$ cat src/rtl/mem_pkg.sv
// Shared types and helpers for the MEM-stage data-memory access unit.
// Op decoding and store lane replication live here so the top and the bench agree.
package mem_pkg;

    typedef enum logic [3:0] {
        NOP = 4'd0,
        LB  = 4'd1,
        LBU = 4'd2,
        LH  = 4'd3,
        LHU = 4'd4,
        LW  = 4'd5,
        SB  = 4'd6,
        SH  = 4'd7,
        SW  = 4'd8,
        LL  = 4'd9,
        SC  = 4'd10
    } mem_op_t;

    typedef enum logic [1:0] {
        S_IDLE  = 2'd0,
        S_ADDR  = 2'd1,
        S_DATA  = 2'd2,
        S_DRAIN = 2'd3
    } mem_state_t;

    localparam logic [1:0] SZ_BYTE = 2'd0;
    localparam logic [1:0] SZ_HALF = 2'd1;
    localparam logic [1:0] SZ_WORD = 2'd2;

    function automatic logic is_load(input mem_op_t op);
        return (op == LB) || (op == LBU) || (op == LH) || (op == LHU) ||
               (op == LW) || (op == LL);
    endfunction

    function automatic logic is_store(input mem_op_t op);
        return (op == SB) || (op == SH) || (op == SW) || (op == SC);
    endfunction

    function automatic logic [1:0] op_size(input mem_op_t op);
        case (op)
            LB, LBU, SB: return SZ_BYTE;
            LH, LHU, SH: return SZ_HALF;
            LW, SW, LL, SC: return SZ_WORD;
            default: return SZ_BYTE;
        endcase
    endfunction

    function automatic logic misaligned(input mem_op_t op, input logic [1:0] addr);
        case (op_size(op))
            SZ_HALF: return addr[0];
            SZ_WORD: return (addr != 2'b00);
            default: return 1'b0;
        endcase
    endfunction

    function automatic logic [31:0] store_lanes(input mem_op_t op, input logic [31:0] wdata);
        case (op)
            SB: return {4{wdata[7:0]}};
            SH: return {2{wdata[15:0]}};
            default: return wdata;
        endcase
    endfunction

endpackage

$ cat src/rtl/mem_access_unit_if.sv
// Data bus between the MEM-stage access unit (master) and the memory system (slave).
interface mem_access_unit_if;

    logic        data_req_o;
    logic        data_wr_o;
    logic [1:0]  data_size_o;
    logic [31:0] data_addr_o;
    logic [31:0] data_wdata_o;
    logic        data_addr_ok_i;
    logic        data_data_ok_i;
    logic [31:0] data_rdata_i;

    modport master (
        output data_req_o, data_wr_o, data_size_o, data_addr_o, data_wdata_o,
        input  data_addr_ok_i, data_data_ok_i, data_rdata_i
    );

    modport slave (
        input  data_req_o, data_wr_o, data_size_o, data_addr_o, data_wdata_o,
        output data_addr_ok_i, data_data_ok_i, data_rdata_i
    );

endinterface

$ cat src/rtl/mem_load_align.sv
// Load formatting: picks the byte/half lane from the raw bus word and extends it.
module mem_load_align
    import mem_pkg::*;
(
    input  mem_op_t     op,
    input  logic [1:0]  addr,
    input  logic [31:0] raw,
    output logic [31:0] rdata
);

    logic [7:0]  w_byte;
    logic [15:0] w_half;

    always_comb begin
        case (addr)
            2'd0:    w_byte = raw[7:0];
            2'd1:    w_byte = raw[15:8];
            2'd2:    w_byte = raw[23:16];
            default: w_byte = raw[31:24];
        endcase
        w_half = addr[1] ? raw[31:16] : raw[15:0];

        case (op)
            LB:      rdata = {{24{w_byte[7]}}, w_byte};
            LBU:     rdata = {24'd0, w_byte};
            LH:      rdata = {{16{w_half[15]}}, w_half};
            LHU:     rdata = {16'd0, w_half};
            default: rdata = raw;
        endcase
    end

endmodule

$ cat src/rtl/mem_access_unit.sv
// MEM-stage data-memory access unit: loads, stores, LL/SC over a req/addr_ok/data_ok bus.
// Stalls the pipeline while a transfer is outstanding and drains bus responses after a flush.
module mem_access_unit
    import mem_pkg::*;
(
    input  logic        clk,
    input  logic        rst,
    input  logic        flush,
    input  logic        mem_valid_i,
    input  mem_op_t     mem_op_i,
    input  logic [31:0] addr_i,
    input  logic [31:0] wdata_i,
    input  logic        LLbit_i,
    output logic        LLbit_o,
    output logic        LLbit_we_o,
    output logic [31:0] rdata_o,
    output logic        done_o,
    output logic        addr_err_o,
    output logic        stall_o,
    mem_access_unit_if.master bus
);

    mem_state_t  r_state;
    mem_op_t     r_op;
    logic [31:0] r_addr;
    logic [31:0] r_wdata;

    logic        w_accept;
    logic        w_misal;
    logic        w_sc_fail;
    logic        w_start;
    logic        w_bus_done;
    logic [31:0] w_load_data;

    assign w_accept   = (r_state == S_IDLE) && mem_valid_i && (mem_op_i != NOP) && !flush;
    assign w_misal    = misaligned(mem_op_i, addr_i[1:0]);
    assign w_sc_fail  = (mem_op_i == SC) && !LLbit_i;
    assign w_start    = w_accept && !w_misal && !w_sc_fail;
    assign w_bus_done = !flush && bus.data_data_ok_i &&
                        (((r_state == S_ADDR) && bus.data_addr_ok_i) || (r_state == S_DATA));

    mem_load_align u_align (
        .op    (r_op),
        .addr  (r_addr[1:0]),
        .raw   (bus.data_rdata_i),
        .rdata (w_load_data)
    );

    assign bus.data_req_o   = (r_state == S_ADDR);
    assign bus.data_wr_o    = is_store(r_op);
    assign bus.data_size_o  = op_size(r_op);
    assign bus.data_addr_o  = r_addr;
    assign bus.data_wdata_o = store_lanes(r_op, r_wdata);

    always_comb begin
        done_o     = (w_accept && (w_misal || w_sc_fail)) || w_bus_done;
        addr_err_o = w_accept && w_misal;
        LLbit_we_o = w_bus_done && ((r_op == LL) || (r_op == SC));
        LLbit_o    = w_bus_done && (r_op == LL);

        rdata_o = '0;
        if (w_bus_done) begin
            if (r_op == SC)
                rdata_o = 32'd1;
            else if (is_load(r_op))
                rdata_o = w_load_data;
        end

        case (r_state)
            S_IDLE:  stall_o = w_start;
            S_DRAIN: stall_o = mem_valid_i;
            default: stall_o = !w_bus_done;
        endcase
        if (flush)
            stall_o = 1'b0;
    end

    always_ff @(posedge clk) begin
        if (rst) begin
            r_state <= S_IDLE;
            r_op    <= NOP;
            r_addr  <= '0;
            r_wdata <= '0;
        end else begin
            case (r_state)
                S_IDLE: begin
                    if (w_start) begin
                        r_op    <= mem_op_i;
                        r_addr  <= addr_i;
                        r_wdata <= wdata_i;
                        r_state <= S_ADDR;
                    end
                end
                S_ADDR: begin
                    // A flush that coincides with addr_ok+data_ok has nothing left to drain.
                    if (flush) begin
                        if (bus.data_addr_ok_i && !bus.data_data_ok_i)
                            r_state <= S_DRAIN;
                        else
                            r_state <= S_IDLE;
                    end else if (bus.data_addr_ok_i) begin
                        r_state <= bus.data_data_ok_i ? S_IDLE : S_DATA;
                    end
                end
                S_DATA: begin
                    if (bus.data_data_ok_i)
                        r_state <= S_IDLE;
                    else if (flush)
                        r_state <= S_DRAIN;
                end
                S_DRAIN: begin
                    if (bus.data_data_ok_i)
                        r_state <= S_IDLE;
                end
                default: r_state <= S_IDLE;
            endcase
        end
    end

endmodule

$ cat src/flat_wrapper.sv
// flat-port wrapper written by rule: the top's interface ports become plain ports
module mem_access_unit_flat import mem_pkg::*;
  (clk, rst, flush, mem_valid_i, mem_op_i, addr_i, wdata_i, LLbit_i, LLbit_o, LLbit_we_o, rdata_o, done_o, addr_err_o, stall_o, bus_data_req_o, bus_data_wr_o, bus_data_size_o, bus_data_addr_o, bus_data_wdata_o, bus_data_addr_ok_i, bus_data_data_ok_i, bus_data_rdata_i);
  mem_access_unit_if bus_i ();
  input  logic clk;
  input  logic rst;
  input  logic flush;
  input  logic mem_valid_i;
  input  mem_op_t mem_op_i;
  input  logic [31:0] addr_i;
  input  logic [31:0] wdata_i;
  input  logic LLbit_i;
  output logic LLbit_o;
  output logic LLbit_we_o;
  output logic [31:0] rdata_o;
  output logic done_o;
  output logic addr_err_o;
  output logic stall_o;
  output wire logic [$bits(bus_i.data_req_o)-1:0] bus_data_req_o;
  output wire logic [$bits(bus_i.data_wr_o)-1:0] bus_data_wr_o;
  output wire logic [$bits(bus_i.data_size_o)-1:0] bus_data_size_o;
  output wire logic [$bits(bus_i.data_addr_o)-1:0] bus_data_addr_o;
  output wire logic [$bits(bus_i.data_wdata_o)-1:0] bus_data_wdata_o;
  input wire logic [$bits(bus_i.data_addr_ok_i)-1:0] bus_data_addr_ok_i;
  input wire logic [$bits(bus_i.data_data_ok_i)-1:0] bus_data_data_ok_i;
  input wire logic [$bits(bus_i.data_rdata_i)-1:0] bus_data_rdata_i;
  assign bus_data_req_o = bus_i.data_req_o;
  assign bus_data_wr_o = bus_i.data_wr_o;
  assign bus_data_size_o = bus_i.data_size_o;
  assign bus_data_addr_o = bus_i.data_addr_o;
  assign bus_data_wdata_o = bus_i.data_wdata_o;
  assign bus_i.data_addr_ok_i = bus_data_addr_ok_i;
  assign bus_i.data_data_ok_i = bus_data_data_ok_i;
  assign bus_i.data_rdata_i = bus_data_rdata_i;
  mem_access_unit u_core (.clk(clk), .rst(rst), .flush(flush), .mem_valid_i(mem_valid_i), .mem_op_i(mem_op_i), .addr_i(addr_i), .wdata_i(wdata_i), .LLbit_i(LLbit_i), .LLbit_o(LLbit_o), .LLbit_we_o(LLbit_we_o), .rdata_o(rdata_o), .done_o(done_o), .addr_err_o(addr_err_o), .stall_o(stall_o), .bus(bus_i));
endmodule
$ cat config.mk
export PLATFORM = sky130hd
export DESIGN_NAME = mem_access_unit_flat
export DESIGN_NICKNAME = d
export VERILOG_FILES = /design/src/rtl/mem_pkg.sv /design/src/rtl/mem_access_unit_if.sv /design/src/rtl/mem_load_align.sv /design/src/rtl/mem_access_unit.sv /design/src/flat_wrapper.sv
export SDC_FILE = /design/constraint.sdc
export NUM_CORES = 1
export LEC_CHECK = 0
export BUFFER_PORTS_ARGS = -buffer_cell sky130_fd_sc_hd__buf_4
export CAP_MARGIN = 0
export CORE_MARGIN = 8
export CORE_UTILIZATION = 33
export CTS_CLUSTER_DIAMETER = 40
export DETAILED_ROUTE_END_ITERATION = 16
export PLACE_DENSITY = 0.73
export SLEW_MARGIN = 30
export SYNTH_ARGS = -nofsm -noshare
export SYNTH_HDL_FRONTEND = slang
export SYNTH_SLANG_ARGS = --single-unit
$ cat constraint.sdc
create_clock -name clk -period 2.5 [get_ports clk]
set_input_delay 0.125 -clock clk [delete_from_list [all_inputs] [get_ports clk]]
set_output_delay 0.125 -clock clk [all_outputs]
set_load 0.01 [all_outputs]
==> flow_summary.toml <==
[status]
status = "complete, no violations"

[worst_hold_path]
min_to = "u_core.bus.data_addr_o[19]$_SDFFE_PP0P_"
hold_depth = 3
holdCritStartpoint = "addr_i[19]"
hp-class = "in2reg"

[setup_path]
worstPathArrival_ns = 2.26
crit_fanout = 8
rrSetupSlack_ns = 0.20
r2r_end = "u_core.bus.data_size_o[1]$_DFF_P_"
rr_startpoint = "u_core.r_state[0]$_SDFFE_PP0P_"
setup.worst_path.start_class = "flop"
crit_required_ns = 2.38
worst_setup_path_end_kind = "output pin"
worstSetupPathType = "reg2out"
r2r_cells = 11

[floorplan]
die_w_um = 129
rows = 41
design.die.area_mm2 = 0.0165
top_level_ports = 212
start_util = 0.334
die_h_um = 129
core_mm2 = 0.0125

[global_routing]
track_usage = 0.176
grt_pass1_wl_mm = 23.2
grt_max_degree = 53
antenna_found_initial = 0
grt_overflow = 0
grt_pass1_vias = 4460

[logic_synthesis]
syn_inst = 556
yosysWarningCount = 0
synth_enable_flop_cells = 0
synth_largest_area_cell = "dfxtp_1"
synth_simple_gate_area_frac = 0.215
synth_nets = 677
synth_top_area_frac = 0.345
synthTopCellsByArea = "dfxtp_1 (34%), nand2_1 (14%), a21oi_1 (9.8%)"
synth_xor_xnor_area_share = 0.00419
synth_area_per_cell_um2 = 7.52
synthMuxAreaShare = 0.0922
synth_compound_area_frac = 0.234
syn_area_mm2 = 0.00418
synthArstFlopShare = 0
yosysSeqAreaShare = 0.345
ys.flop_type = "dfxtp_1"
synth_top_family_by_area = "compound AO/OA/AOI/OAI gates"
synth_seq_cells = 72
ys_types = 44
synthAdderAreaFrac = 0.0443

[clock_tree]
htree_levels = 3
root_buffer = "clkbuf_16"
path_clk_slew_ns = 0.06
clk_latency_ns = 0.33
cts_tree = "yes"
cts_buffers = 9
cts_sinks = 72
clockBufferDepth = 2

[detailed_routing]
first_pass_iters = 5
finalWirelength_mm = 15.1
drtAntennaViolNets = 0
drt_iter0_markers = 209
drc_errors = 0
num_vias = 4565
vias_per_cell = 4.85
wl_per_cell_um = 16.0

[flow_run]
maxCapViolations = 0

[layout]
layout_commonest_cell = "buf_4"
fill_cells = 1283
drive_gt1_frac = 0.397
layout_common_cells = "buf_4 (241), nand2_1 (150), a21oi_1 (82)"
antennaDiodeCount = 0
register_area_mm2 = 0.00145
areaGrowthSynthToFinish_pct = 53.1
multi_input_area_mm2 = 0.00250
final_net_count = 885

[sta]
rsz0062_at_grt = "false"
finalHoldViolations = 0
skew_ns = 0.00488
finalSetupTns_ns = 0
slew_violations = 0
post-route-period-util = 0.952
worst_slack_ns = 0.120
fin_crit_ns = 2.38
tightest_slew_ns = 0.583
max_slew_margin = 0.612
finalSetupViolations = 0
max_freq_mhz = 420
hold-worst-slack_ns = 0.0360

[placement]
place_hpwl_mm = 11.6
pre_cts_slack_ns = -0.119
gp_congestion = 0.857
port_buffers = 211

[power]
total_power_mw = 3.57
powerDensity_mw_per_mm2 = 558
power.leakage_nw = 2.83
ir_drop_mv = 0.404
## state kept, by name (all words and copies together) (netlist names)
signal and cells:
u_core.r_op 4, u_core.r_wdata 32, u_core.bus.data_size_o 2, u_core.bus.data_addr_o 32, u_core.r_state 2
## critical path: stages, from the launching register on
cell and delay [ns]:
dfxtp_4 0.37, mux2_2 0.36, mux2_2 0.29, o21ba_2 0.20
o21ai_1 0.14, nand2_2 0.14, o221a_2 0.28, buf_4 0.14
## cells in the mapped netlist, drive strengths merged (2+ instances only)
cell	count
mux2	20
o21ai	14
o22ai	4
a222oi	6
a32o	2
buf	19
clkbuf	28
mux2i	16
nand2b	6
inv	16
nand2	151
o221a	8
o21a	16
dfxtp	72
nor2b	9
xnor2	2
a21o	3
ha	14
nand3	5
a211oi	8
a21oi	83
nor3	2
or3	2
nor2	32
or2	4
## power breakdown
part	internal (mW)	switching (mW)
Clock	0.899	0.485
Sequential	1.23	0.0590
Combinational	0.441	0.458
Total	2.57	1.00
## metal layers
metal | track usage | share of wire | vias to the layer above
met5 | 0 | 0 | -
met4 | 0.0726 | 0.020 | 0
met3 | 0.0645 | 0.10 | 19
met2 | 0.297 | 0.48 | 166
met1 | 0.197 | 0.40 | 2070
li1 | - | - | 2310
## final cells by class
cell class / count / area share
Sequential cell: 72 / 0.226
Timing Repair Buffer: 244 / 0.290
Multi-Input combinational cell: 421 / 0.390
Inverter: 16 / 0.00939
Clock inverter: 5 / 0.0125
Clock buffer: 11 / 0.0379
Tap cell: 172 / 0.0336
## logic make-up (layout without fill, tap and decap cells)
group | Yosys count | in the layout
multiplexers | 36 | 36
adder cells (fa/ha/maj) | 15 | 15
AO/OA/AOI/OAI | 153 | 153
XOR/XNOR | 2 | 2
buffers and inverters | 63 | 276
AND/OR/NAND/NOR | 215 | 215
flip-flops | 72 | 72
## metrics by stage
step	cell area, um^2	util	cells
after floorplan	4180	-	556
after global placement	6020	0.481	923
after detailed placement	6020	0.481	923
after CTS	6350	0.507	939
after global routing	6400	0.511	941
final	6400	0.511	941
## worst max-delay path by stage
| stage | startpoint | end | slack [ns] | cells past startpoint |
|---|---|---|---|---|
| after CTS | u_core.r_state[0]$_SDFFE_PP0P_ | stall_o | 0.02 | 10 |
| final | u_core.bus.data_addr_o[1]$_SDFFE_PP0P_ | rdata_o[13] | 0.12 | 7 |
| after floorplan | mem_op_i[0] | u_core.bus.data_size_o[1]$_DFF_P_ | 0.01 | 13 |
| after detailed placement | mem_op_i[1] | u_core.bus.data_size_o[1]$_DFF_P_ | -0.12 | 14 |
| after global routing | u_core.bus.data_addr_o[1]$_SDFFE_PP0P_ | rdata_o[13] | 0.003 | 7 |
| after global placement | mem_op_i[0] | u_core.bus.data_size_o[1]$_DFF_P_ | -0.04 | 14 |
## repair_timing
item / CTS / global route
pin swaps: 0 / 1
hold buffers: 0 / 0
hold endpoints to repair: 0 / 0
gates resized for setup: 4 / 14
setup buffers: 0 / 2
endpoints found under the setup margin: 30 / 36
(Power assumes the default switching activity.)
